===== config.mk =====
export PLATFORM = sky130hd
export DESIGN_NAME = quick_spi_txn_scheduler
export DESIGN_NICKNAME = d
export VERILOG_FILES = /design/src/rtl/quick_spi_txn_scheduler.sv
export SDC_FILE = /design/constraint.sdc
export NUM_CORES = 1
export LEC_CHECK = 0
export CORE_ASPECT_RATIO = 1.4
export CORE_UTILIZATION = 60
export CTS_BUF_LIST = sky130_fd_sc_hd__clkbuf_16
export CTS_CLUSTER_DIAMETER = 120
export DETAILED_ROUTE_END_ITERATION = 7
export PLACE_DENSITY_LB_ADDON = 0.3
export SLEW_MARGIN = 20
export SYNTH_ARGS = -nofsm -noshare
export SYNTH_HDL_FRONTEND = slang
export SYNTH_SLANG_ARGS = --single-unit

===== constraint.sdc =====
create_clock -name clk -period 5.2 [get_ports clk]
set_input_delay 0.52 -clock clk [delete_from_list [all_inputs] [get_ports clk]]
set_output_delay 0.52 -clock clk [all_outputs]
set_load 0.01 [all_outputs]

===== src/rtl/quick_spi_txn_scheduler.sv =====
// quick_spi_txn_scheduler
// Command-queue front end for the quick_spi_hard master. Host commands
// {slave, op, data} are buffered in a small FIFO, launched one at a time on
// the core's start/operation interface, and read results are queued in a
// response FIFO for the host to collect.
// Optional feature macro: SPI_SCHED_TIMEOUT_EN adds a WAIT_EOT watchdog that
// aborts a stuck transaction and reports it through timeout / rsp_err.
module quick_spi_txn_scheduler #(
  parameter int   OUT_W          = 16,
  parameter int   IN_W           = 8,
  parameter int   SLAVES         = 2,
  parameter int   CMD_DEPTH      = 4,
  parameter int   RSP_DEPTH      = 4,
  parameter logic READ_OP        = 1'b1,
  parameter int   GAP_CYCLES     = 2,
  parameter int   TIMEOUT_CYCLES = 4096
) (
  input  logic              clk,
  input  logic              rst_n,
  input  logic              sched_en,
  input  logic              cmd_valid,
  output logic              cmd_ready,
  input  logic [SLAVES-1:0] cmd_slave,
  input  logic              cmd_op,
  input  logic [OUT_W-1:0]  cmd_data,
  output logic              rsp_valid,
  input  logic              rsp_ready,
  output logic [IN_W-1:0]   rsp_data,
  output logic [SLAVES-1:0] rsp_slave,
  output logic              rsp_err,
  output logic              busy,
  output logic              timeout,
  output logic              spi_enable,
  output logic              spi_start_transaction,
  output logic [SLAVES-1:0] spi_slave,
  output logic              spi_operation,
  output logic [OUT_W-1:0]  spi_outgoing_data,
  input  logic              spi_end_of_transaction,
  input  logic [IN_W-1:0]   spi_incoming_data
);

  localparam int CAW = $clog2(CMD_DEPTH);
  localparam int CCW = $clog2(CMD_DEPTH + 1);
  localparam int RAW = $clog2(RSP_DEPTH);
  localparam int RCW = $clog2(RSP_DEPTH + 1);
  localparam int GCW = $clog2(GAP_CYCLES + 1);
  localparam logic [CCW-1:0] CMD_FULL = CCW'(CMD_DEPTH);
  localparam logic [RCW-1:0] RSP_FULL = RCW'(RSP_DEPTH);
  localparam logic [GCW-1:0] GAP_LAST = GCW'(GAP_CYCLES - 1);

  // Reject parameter sets the pointer arithmetic cannot support
  if (CMD_DEPTH < 2 || (CMD_DEPTH & (CMD_DEPTH - 1)) != 0) begin : g_bad_cmd_depth
    $error("CMD_DEPTH must be a power of two >= 2");
  end
  if (RSP_DEPTH < 2 || (RSP_DEPTH & (RSP_DEPTH - 1)) != 0) begin : g_bad_rsp_depth
    $error("RSP_DEPTH must be a power of two >= 2");
  end
  if (GAP_CYCLES < 1) begin : g_bad_gap
    $error("GAP_CYCLES must be >= 1");
  end
  if (TIMEOUT_CYCLES < 1) begin : g_bad_timeout
    $error("TIMEOUT_CYCLES must be >= 1");
  end

  typedef enum logic [1:0] {
    IDLE,
    LAUNCH,
    WAIT_EOT,
    GAP
  } state_t;

  state_t state;
  logic [GCW-1:0] gap_cnt;

  // Command FIFO storage and bookkeeping
  logic [SLAVES-1:0] cmd_slave_mem [CMD_DEPTH];
  logic              cmd_op_mem    [CMD_DEPTH];
  logic [OUT_W-1:0]  cmd_data_mem  [CMD_DEPTH];
  logic [CAW-1:0]    cmd_wr_ptr;
  logic [CAW-1:0]    cmd_rd_ptr;
  logic [CCW-1:0]    cmd_count;
  logic              cmd_pending;
  logic              cmd_push;
  logic              cmd_pop;

  // Response FIFO storage and bookkeeping
  logic [IN_W-1:0]   rsp_data_mem  [RSP_DEPTH];
  logic [SLAVES-1:0] rsp_slave_mem [RSP_DEPTH];
  logic [RAW-1:0]    rsp_wr_ptr;
  logic [RAW-1:0]    rsp_rd_ptr;
  logic [RCW-1:0]    rsp_count;
  logic              rsp_full;
  logic              rsp_push;
  logic              rsp_pop;
  logic [IN_W-1:0]   rsp_push_data;

  logic head_is_read;
  logic launch_go;

`ifdef SPI_SCHED_TIMEOUT_EN
  localparam int TCW = $clog2(TIMEOUT_CYCLES + 1);
  localparam logic [TCW-1:0] TO_LAST = TCW'(TIMEOUT_CYCLES - 1);
  logic           rsp_err_mem [RSP_DEPTH];
  logic           rsp_push_err;
  logic [TCW-1:0] wdog_cnt;
  logic           wdog_hit;
  logic           timeout_q;
`endif

  assign cmd_ready = (cmd_count != CMD_FULL);
  assign cmd_push  = cmd_valid && cmd_ready;
  assign rsp_valid = (rsp_count != '0);
  assign rsp_full  = (rsp_count == RSP_FULL);
  assign rsp_pop   = rsp_valid && rsp_ready;
  assign busy      = (state != IDLE) || (cmd_count != '0);

  assign rsp_data  = rsp_valid ? rsp_data_mem[rsp_rd_ptr] : '0;
  assign rsp_slave = rsp_valid ? rsp_slave_mem[rsp_rd_ptr] : '0;

`ifdef SPI_SCHED_TIMEOUT_EN
  assign rsp_err  = rsp_valid ? rsp_err_mem[rsp_rd_ptr] : 1'b0;
  assign timeout  = timeout_q;
  assign wdog_hit = (state == WAIT_EOT) && !spi_end_of_transaction && (wdog_cnt == TO_LAST);
`else
  assign rsp_err  = 1'b0;
  assign timeout  = 1'b0;
`endif

  // A read is only launched when its response is guaranteed a free slot
  assign head_is_read = (cmd_op_mem[cmd_rd_ptr] == READ_OP);
  assign launch_go    = (state == IDLE) && sched_en && cmd_pending && (!head_is_read || !rsp_full);
  assign cmd_pop      = launch_go;

  // Decide what (if anything) the finishing transaction writes into the response FIFO
  always_comb begin
    rsp_push      = 1'b0;
    rsp_push_data = spi_incoming_data;
`ifdef SPI_SCHED_TIMEOUT_EN
    rsp_push_err  = 1'b0;
`endif
    if ((state == WAIT_EOT) && spi_end_of_transaction && (spi_operation == READ_OP)) begin
      rsp_push = 1'b1;
    end
`ifdef SPI_SCHED_TIMEOUT_EN
    if (wdog_hit && (spi_operation == READ_OP)) begin
      rsp_push      = 1'b1;
      rsp_push_data = '0;
      rsp_push_err  = 1'b1;
    end
`endif
  end

  // Command FIFO payload storage; contents need no reset because the count gates them
  always_ff @(posedge clk) begin
    if (cmd_push) begin
      cmd_slave_mem[cmd_wr_ptr] <= cmd_slave;
      cmd_op_mem[cmd_wr_ptr]    <= cmd_op;
      cmd_data_mem[cmd_wr_ptr]  <= cmd_data;
    end
  end

  // Command FIFO pointers and count; cmd_pending lags the count so a new entry is seen one clk later
  always_ff @(posedge clk) begin
    if (!rst_n) begin
      cmd_wr_ptr  <= '0;
      cmd_rd_ptr  <= '0;
      cmd_count   <= '0;
      cmd_pending <= 1'b0;
    end else begin
      if (cmd_push) cmd_wr_ptr <= cmd_wr_ptr + 1'b1;
      if (cmd_pop)  cmd_rd_ptr <= cmd_rd_ptr + 1'b1;
      case ({cmd_push, cmd_pop})
        2'b10:   cmd_count <= cmd_count + 1'b1;
        2'b01:   cmd_count <= cmd_count - 1'b1;
        default: cmd_count <= cmd_count;
      endcase
      cmd_pending <= (cmd_count != '0) && !cmd_pop;
    end
  end

  // Response FIFO payload storage
  always_ff @(posedge clk) begin
    if (rsp_push) begin
      rsp_data_mem[rsp_wr_ptr]  <= rsp_push_data;
      rsp_slave_mem[rsp_wr_ptr] <= spi_slave;
`ifdef SPI_SCHED_TIMEOUT_EN
      rsp_err_mem[rsp_wr_ptr]   <= rsp_push_err;
`endif
    end
  end

  // Response FIFO pointers and count; simultaneous push and pop are both honoured
  always_ff @(posedge clk) begin
    if (!rst_n) begin
      rsp_wr_ptr <= '0;
      rsp_rd_ptr <= '0;
      rsp_count  <= '0;
    end else begin
      if (rsp_push) rsp_wr_ptr <= rsp_wr_ptr + 1'b1;
      if (rsp_pop)  rsp_rd_ptr <= rsp_rd_ptr + 1'b1;
      case ({rsp_push, rsp_pop})
        2'b10:   rsp_count <= rsp_count + 1'b1;
        2'b01:   rsp_count <= rsp_count - 1'b1;
        default: rsp_count <= rsp_count;
      endcase
    end
  end

  // Transaction sequencer: pop, raise start, wait for end-of-transaction, then idle gap
  always_ff @(posedge clk) begin
    if (!rst_n) begin
      state                 <= IDLE;
      gap_cnt               <= '0;
      spi_enable            <= 1'b0;
      spi_start_transaction <= 1'b0;
      spi_slave             <= '0;
      spi_operation         <= 1'b0;
      spi_outgoing_data     <= '0;
`ifdef SPI_SCHED_TIMEOUT_EN
      wdog_cnt              <= '0;
      timeout_q             <= 1'b0;
`endif
    end else begin
      spi_enable <= sched_en || (state != IDLE);
`ifdef SPI_SCHED_TIMEOUT_EN
      timeout_q  <= 1'b0;
`endif
      case (state)
        IDLE: begin
          if (launch_go) begin
            spi_slave         <= cmd_slave_mem[cmd_rd_ptr];
            spi_operation     <= cmd_op_mem[cmd_rd_ptr];
            spi_outgoing_data <= cmd_data_mem[cmd_rd_ptr];
            state             <= LAUNCH;
          end
        end
        LAUNCH: begin
          spi_start_transaction <= 1'b1;
`ifdef SPI_SCHED_TIMEOUT_EN
          wdog_cnt              <= '0;
`endif
          state                 <= WAIT_EOT;
        end
        WAIT_EOT: begin
          if (spi_end_of_transaction) begin
            spi_start_transaction <= 1'b0;
            gap_cnt               <= '0;
            state                 <= GAP;
          end
`ifdef SPI_SCHED_TIMEOUT_EN
          else if (wdog_hit) begin
            spi_start_transaction <= 1'b0;
            timeout_q             <= 1'b1;
            gap_cnt               <= '0;
            state                 <= GAP;
          end else begin
            wdog_cnt <= wdog_cnt + 1'b1;
          end
`endif
        end
        GAP: begin
          if (gap_cnt == GAP_LAST) begin
            state <= IDLE;
          end else begin
            gap_cnt <= gap_cnt + 1'b1;
          end
        end
        default: state <= IDLE;
      endcase
    end
  end

endmodule


==> flow_summary.yaml, run 1 <==
die:
  start_util: 0.615
  die_h_um: 124
  design.die.area_um2: 11000
  rows: 44
  die_w_um: 88.8
  ioPinCount: 69
  core_um2: 10300
yosys:
  yosys.area.top_type: "edfxtp_1"
  avgSynthCellArea_um2: 17.2
  ys_seq_area_frac: 0.689
  synthCells: 369
  yosysUniqueCellTypes: 39
  synthFlopType: "edfxtp_1"
  synth_seq_cells: 160
  ys_async_sr_fraction: 0
  synth.top_cell.area_share: 0.550
  syn_area_um2: 6330
  synth_area_leaders: "edfxtp_1, dfxtp_1, mux4_2, mux2i_1, ha_1"
  synth_edf_count: 116
  yosys_warnings: 0
detailed_routing:
  wl_per_cell_um: 18.5
  wl_um: 11000
  initialDrtViolationCount: 157
  route.detailed.drc: 0
  vias_per_cell: 5.51
  via_count: 3265
  postRouteAntennaNets: 0
  drt_pre_antenna_iters: 5
sta:
  holdWs_ns: 0.511
  worst_slew_pin_slew_ns: 1.05
  finalSetupViolations: 0
  slew_headroom: 0.298
  worst_slack_ns: 2.27
  clock_skew_ns: 0.00761
  hold_violations: 0
  timing.fmax_ghz: 0.342
  fin_tns_setup_ns: 0
  slew_viol_final: 0
  finalCritPeriodShare: 0.563
  rsz0062_at_grt: "no"
  fin_crit_ns: 2.93
clock_network:
  cts.sinks: 160
  cts_root_buffer: "clkbuf_16"
  cts_buffer_depth: 2
  cts_buffers: 17
  cts_tree: "built"
  h-tree-depth: 4
  clk_pin_slew_ns: 0.06
  insertion_delay_ns: 0.42
  cts_resized: 0
  hold_buffers: 0
  postCtsSetupBuffers: 0
outcome:
  status: "finished, final reports clean"
critical_path:
  slowest_delay_ns: 0.75
  cp_slowest_cell: "dfxtp_1"
  endpoint_kind: "output port"
  crit_arrival_ns: 2.41
  cp_cell_sequence: "mux4_2, and2_1, clkdlybuf4s50_1"
  criticalPathCategory: "register to output port"
  startpoint_type: "register"
  required_ns: 4.68
  crit_fanout: 10
placement:
  placed_cells: 561
  place_area_um2: 7100
  post-place-ws_ns: 2.47
  numPortBuffers: 66
  place_hpwl_um: 6960
  routabilityCongestion: 0.724
pwr:
  p_leak_uw: 0.00258
  pwr-share-comb: 0.136
  power_density_nw_per_um2: 412
  irDropWorstVdd_mv: 0.304
  p_int_uw: 2430
  power_frac_seq: 0.475
  pwr-share-clk: 0.388
  p_sw_frac: 0.233
  p_switching_uw: 737
layout:
  final_common_cell: "edfxtp_1"
  mostFrequentLayoutCells: "edfxtp_1, clkdlybuf4s50_1, dfxtp_1"
  final_nets: 492
  diodes: 0
  area_growth_pct: 21.4
  instances_no_fill: 593
  layout-drive-gt1-share: 0.147
  fin_area_um2: 7690
global_route:
  first_global_vias: 3413
  grt_overflow: 0
  antenna_found_initial: 0
  grt_usage: 0.222
  grt_pass1_wl_um: 17000
  grt_max_degree: 45
worst_hold_path:
  hp-class: "register to register"
flow_run:
  cap_violations: 0
[worst max-delay path: cells and delay by family, from the launching register on]
kind	cells	cell delay, ns
DFF	1	0.75
and+or+nand+nor	1	0.17
muxes	1	0.58
buffers and inverters	1	0.48
[state kept, by name (all words and copies together), names as in the netlist, named ones only]
register,flops
cmd_data_mem,64
rsp_data_mem,32
spi_outgoing_data,16
cmd_slave_mem,8
rsp_slave_mem,8
cmd_op_mem,4
cmd_count,3
rsp_count,3
cmd_rd_ptr,2
cmd_wr_ptr,2
gap_cnt,2
rsp_rd_ptr,2
rsp_wr_ptr,2
spi_slave,2
state,2
cmd_pending,1
spi_enable,1
spi_operation,1
spi_start_transaction,1
[final timing paths]
check / slack [ns] / endpoint / cells after the start / from
max: 2.27 / rsp_data[3] / 3 / register
max reg2reg: 2.74 / rsp_count[2] / 10 / state[0]
min: 0.51 / cmd_wr_ptr[1] / 2 / cmd_wr_ptr[1]
min reg2reg: 0.51 / cmd_wr_ptr[1] / 2 / cmd_wr_ptr[1]
[cell usage after synthesis, types with 3 or more instances]
library cell  number
edfxtp_1         116
dfxtp_1           44
mux4_2            29
nor2b_1           26
and2_1            23
mux2i_1           22
ha_1              15
inv_1             13
nand2_1            9
clkbuf_1           8
xnor2_1            7
a21boi_0           5
and3_1             5
nor2_1             5
o21ai_0            5
a21oi_1            3
buf_4              3
or3_1              3
[metal layers]
metal,vias to the layer above,track usage,part of all wire
met2,76,0.394,0.54
met5,-,0,0
met1,1653,0.244,0.40
met4,0,0.0736,0.014
met3,14,0.0801,0.045
li1,1522,-,-
[final cells by class]
type | instances | area, um2
Clock buffer | 17 | 425
Clock inverter | 15 | 166
Fill cell | 613 | 2610
Inverter | 13 | 48.8
Multi-Input combinational cell | 181 | 1830
Sequential cell | 160 | 4360
Tap cell | 138 | 173
Timing Repair Buffer | 69 | 683
[cell families (layout without fill, tap and decap cells)]
group           after synthesis  after routing  synth area share
mux                          51             51             0.138
xor+xnor                      8              8            0.0111
simple gates                 83             83            0.0781
fa+ha+maj                    17             17            0.0360
compound gates               20             20            0.0243
buf+inv                      29            114            0.0229
flops                       160            160             0.689
other cells                   1              2          0.000592
[per-stage QoR]
step | total power [uW] | utilization
after floorplan | 1800 | -
after global placement | 1940 | 0.689
after detailed placement | 1960 | 0.689
after CTS | 3190 | 0.747
after global routing | 3280 | 0.747
final | 3170 | 0.747
[power by group through the flow]
| stage | registers (uW) | logic, uW | clock network [uW] |
|---|---|---|---|
| 3_5_place_dp | 1530 | 430 | 0 |
| 2_1_floorplan | 1530 | 274 | 0 |
| 6_report | 1510 | 431 | 1230 |
| 5_1_grt | 1510 | 471 | 1300 |
| 3_3_place_gp | 1530 | 415 | 0 |
| 4_1_cts | 1510 | 436 | 1240 |
Note: power is estimated with default switching activity, not from simulation.
==> run 2, diff against run 1 <==
- CORE_UTILIZATION: 60 -> 56
- clock period: 5.2 -> 2.8 ns (I/O delays scaled with it)
==> run 2 against run 1 <==
Count of clock-buffer cells in the layout stayed put; highest routed layer unchanged; critical path type is now register to register; first-iteration DRC count down 30%; largest power group unchanged; non-clock buffer count up 7.
==> flow_summary.yaml, run 2 (synthesis results as in run 1) <==
critical_path:
  startpoint_type: "register"
  criticalPathCategory: "register to register"
  required_ns: 3.14
  cp_cell_sequence: "inv_1, ha_1, and3_1, inv_1, ha_1, inv_1, fa_1, xor2_1, or3_1, a21boi_0"
  cp_slowest_cell: "fa_1"
  endpoint_kind: "register"
  slowest_delay_ns: 0.37
  crit_arrival_ns: 2.76
  crit_fanout: 8
  reg2reg_setup_slack_ns: 0.38
  path_common_cell: "inv_1"
clock_network:
  cts_buffers: 17
  insertion_delay_ns: 0.42
  hold_buffers: 0
  cts_tree: "built"
  cts_root_buffer: "clkbuf_16"
  cts_buffer_depth: 2
  h-tree-depth: 4
  postCtsSetupBuffers: 0
  clk_pin_slew_ns: 0.06
  cts.sinks: 160
  cts_resized: 0
detailed_routing:
  vias_per_cell: 5.39
  wl_per_cell_um: 17.5
  initialDrtViolationCount: 110
  drt_pre_antenna_iters: 4
  postRouteAntennaNets: 0
  via_count: 3251
  route.detailed.drc: 0
  wl_um: 10600
layout:
  regMostFlops: "cmd_data_mem"
  area_growth_pct: 23.3
  final_nets: 499
  final_common_cell: "edfxtp_1"
  reg_top3: "cmd_data_mem (64), rsp_data_mem (32), spi_outgoing_data (16)"
  fin_area_um2: 7810
  diodes: 0
  instances_no_fill: 603
  layout-drive-gt1-share: 0.162
  largest_reg_flops: 64
  mostFrequentLayoutCells: "edfxtp_1, clkdlybuf4s50_1, dfxtp_1"
die:
  rows: 45
  core_um2: 10900
  die_w_um: 91.9
  start_util: 0.580
  die_h_um: 128
  ioPinCount: 69
  design.die.area_um2: 11700
sta:
  timing.fmax_ghz: 0.414
  finalSetupViolations: 0
  slew_headroom: 0.524
  clock_skew_ns: 0.00853
  rsz0062_at_grt: "no"
  finalCritPeriodShare: 0.863
  fin_tns_setup_ns: 0
  fin_crit_ns: 2.42
  hold_violations: 0
  slew_viol_final: 0
  worst_slack_ns: 0.383
  worst_slew_pin_slew_ns: 0.711
pwr:
  power_density_nw_per_um2: 780
  irDropWorstVdd_mv: 0.507
  p_leak_uw: 0.00264
  total_power_uw: 6090
global_route:
  first_global_vias: 3427
  antenna_found_initial: 0
  grt_pass1_wl_um: 17000
  grt_max_degree: 24
  grt_overflow: 0
  grt_usage: 0.198
placement:
  numPortBuffers: 66
  place_hpwl_um: 6580
  routabilityCongestion: 0.724
  post-place-ws_ns: 0.390
  placed_cells: 571
  place_area_um2: 7150
outcome:
  status: "finished, final reports clean"
worst_hold_path:
  hp-class: "input port to register"
flow_run:
  cap_violations: 0
[run 2: changes by cell type in the layout (fill, tap and decap cells not counted)]
cell and change:
buf_4 +7, inv_6 +3, clkinv_2 -4, clkinv_1 -1, bufinv_16 +2
[run 2: worst max-delay path, delay by kind of cell, from the launching register on]
kind | cells | cell delay [ns]
XOR/XNOR | 1 | 0.16
AND/OR/NAND/NOR | 2 | 0.60
buffers and inverters | 3 | 0.24
adder cells (fa/ha/maj) | 3 | 0.83
AO/OA/AOI/OAI | 1 | 0.15
flip-flops | 1 | 0.36
[run 2: final timing paths]
| kind | startpoint | end | cells after the start |
|---|---|---|---|
| max | state[0] | rsp_count[2] | 10 |
| max reg2reg | state[0] | rsp_count[2] | 10 |
| min reg2reg | spi_outgoing_data[15] | spi_outgoing_data[15] | 2 |
| min | cmd_data[0] | cmd_data_mem[2][0] | 1 |
[run 2: routing by layer]
metal,vias up,share of wire,track usage
met1,1632,0.39,0.218
met4,0,0.020,0.0928
met2,68,0.55,0.360
met5,-,0,0
li1,1532,-,-
met3,19,0.037,0.0457
[run 2: cell type report]
class | count | area [um2]
flip-flops and latches | 160 | 4360
clock inverters | 15 | 229
multi-input cells | 181 | 1830
inverters | 13 | 48.8
clock buffers | 17 | 425
well taps | 141 | 176
repair buffers | 76 | 736
fillers | 712 | 3120
[run 2: power by group]
part	leakage, uW	switching, uW	total [uW]	internal [uW]
sequential	0.00142	76.2	2780	2710
clock	0.000309	915	2510	1590
combinational	0.000918	378	799	421
total	0.00264	1370	6090	4720
[run 2: metrics by stage]
stage,hold WS [ns],util
floorplan,0.379,-
global placement,0.482,0.655
detailed placement,0.506,0.655
CTS,0.478,0.715
global route,0.488,0.715
finish,0.485,0.715
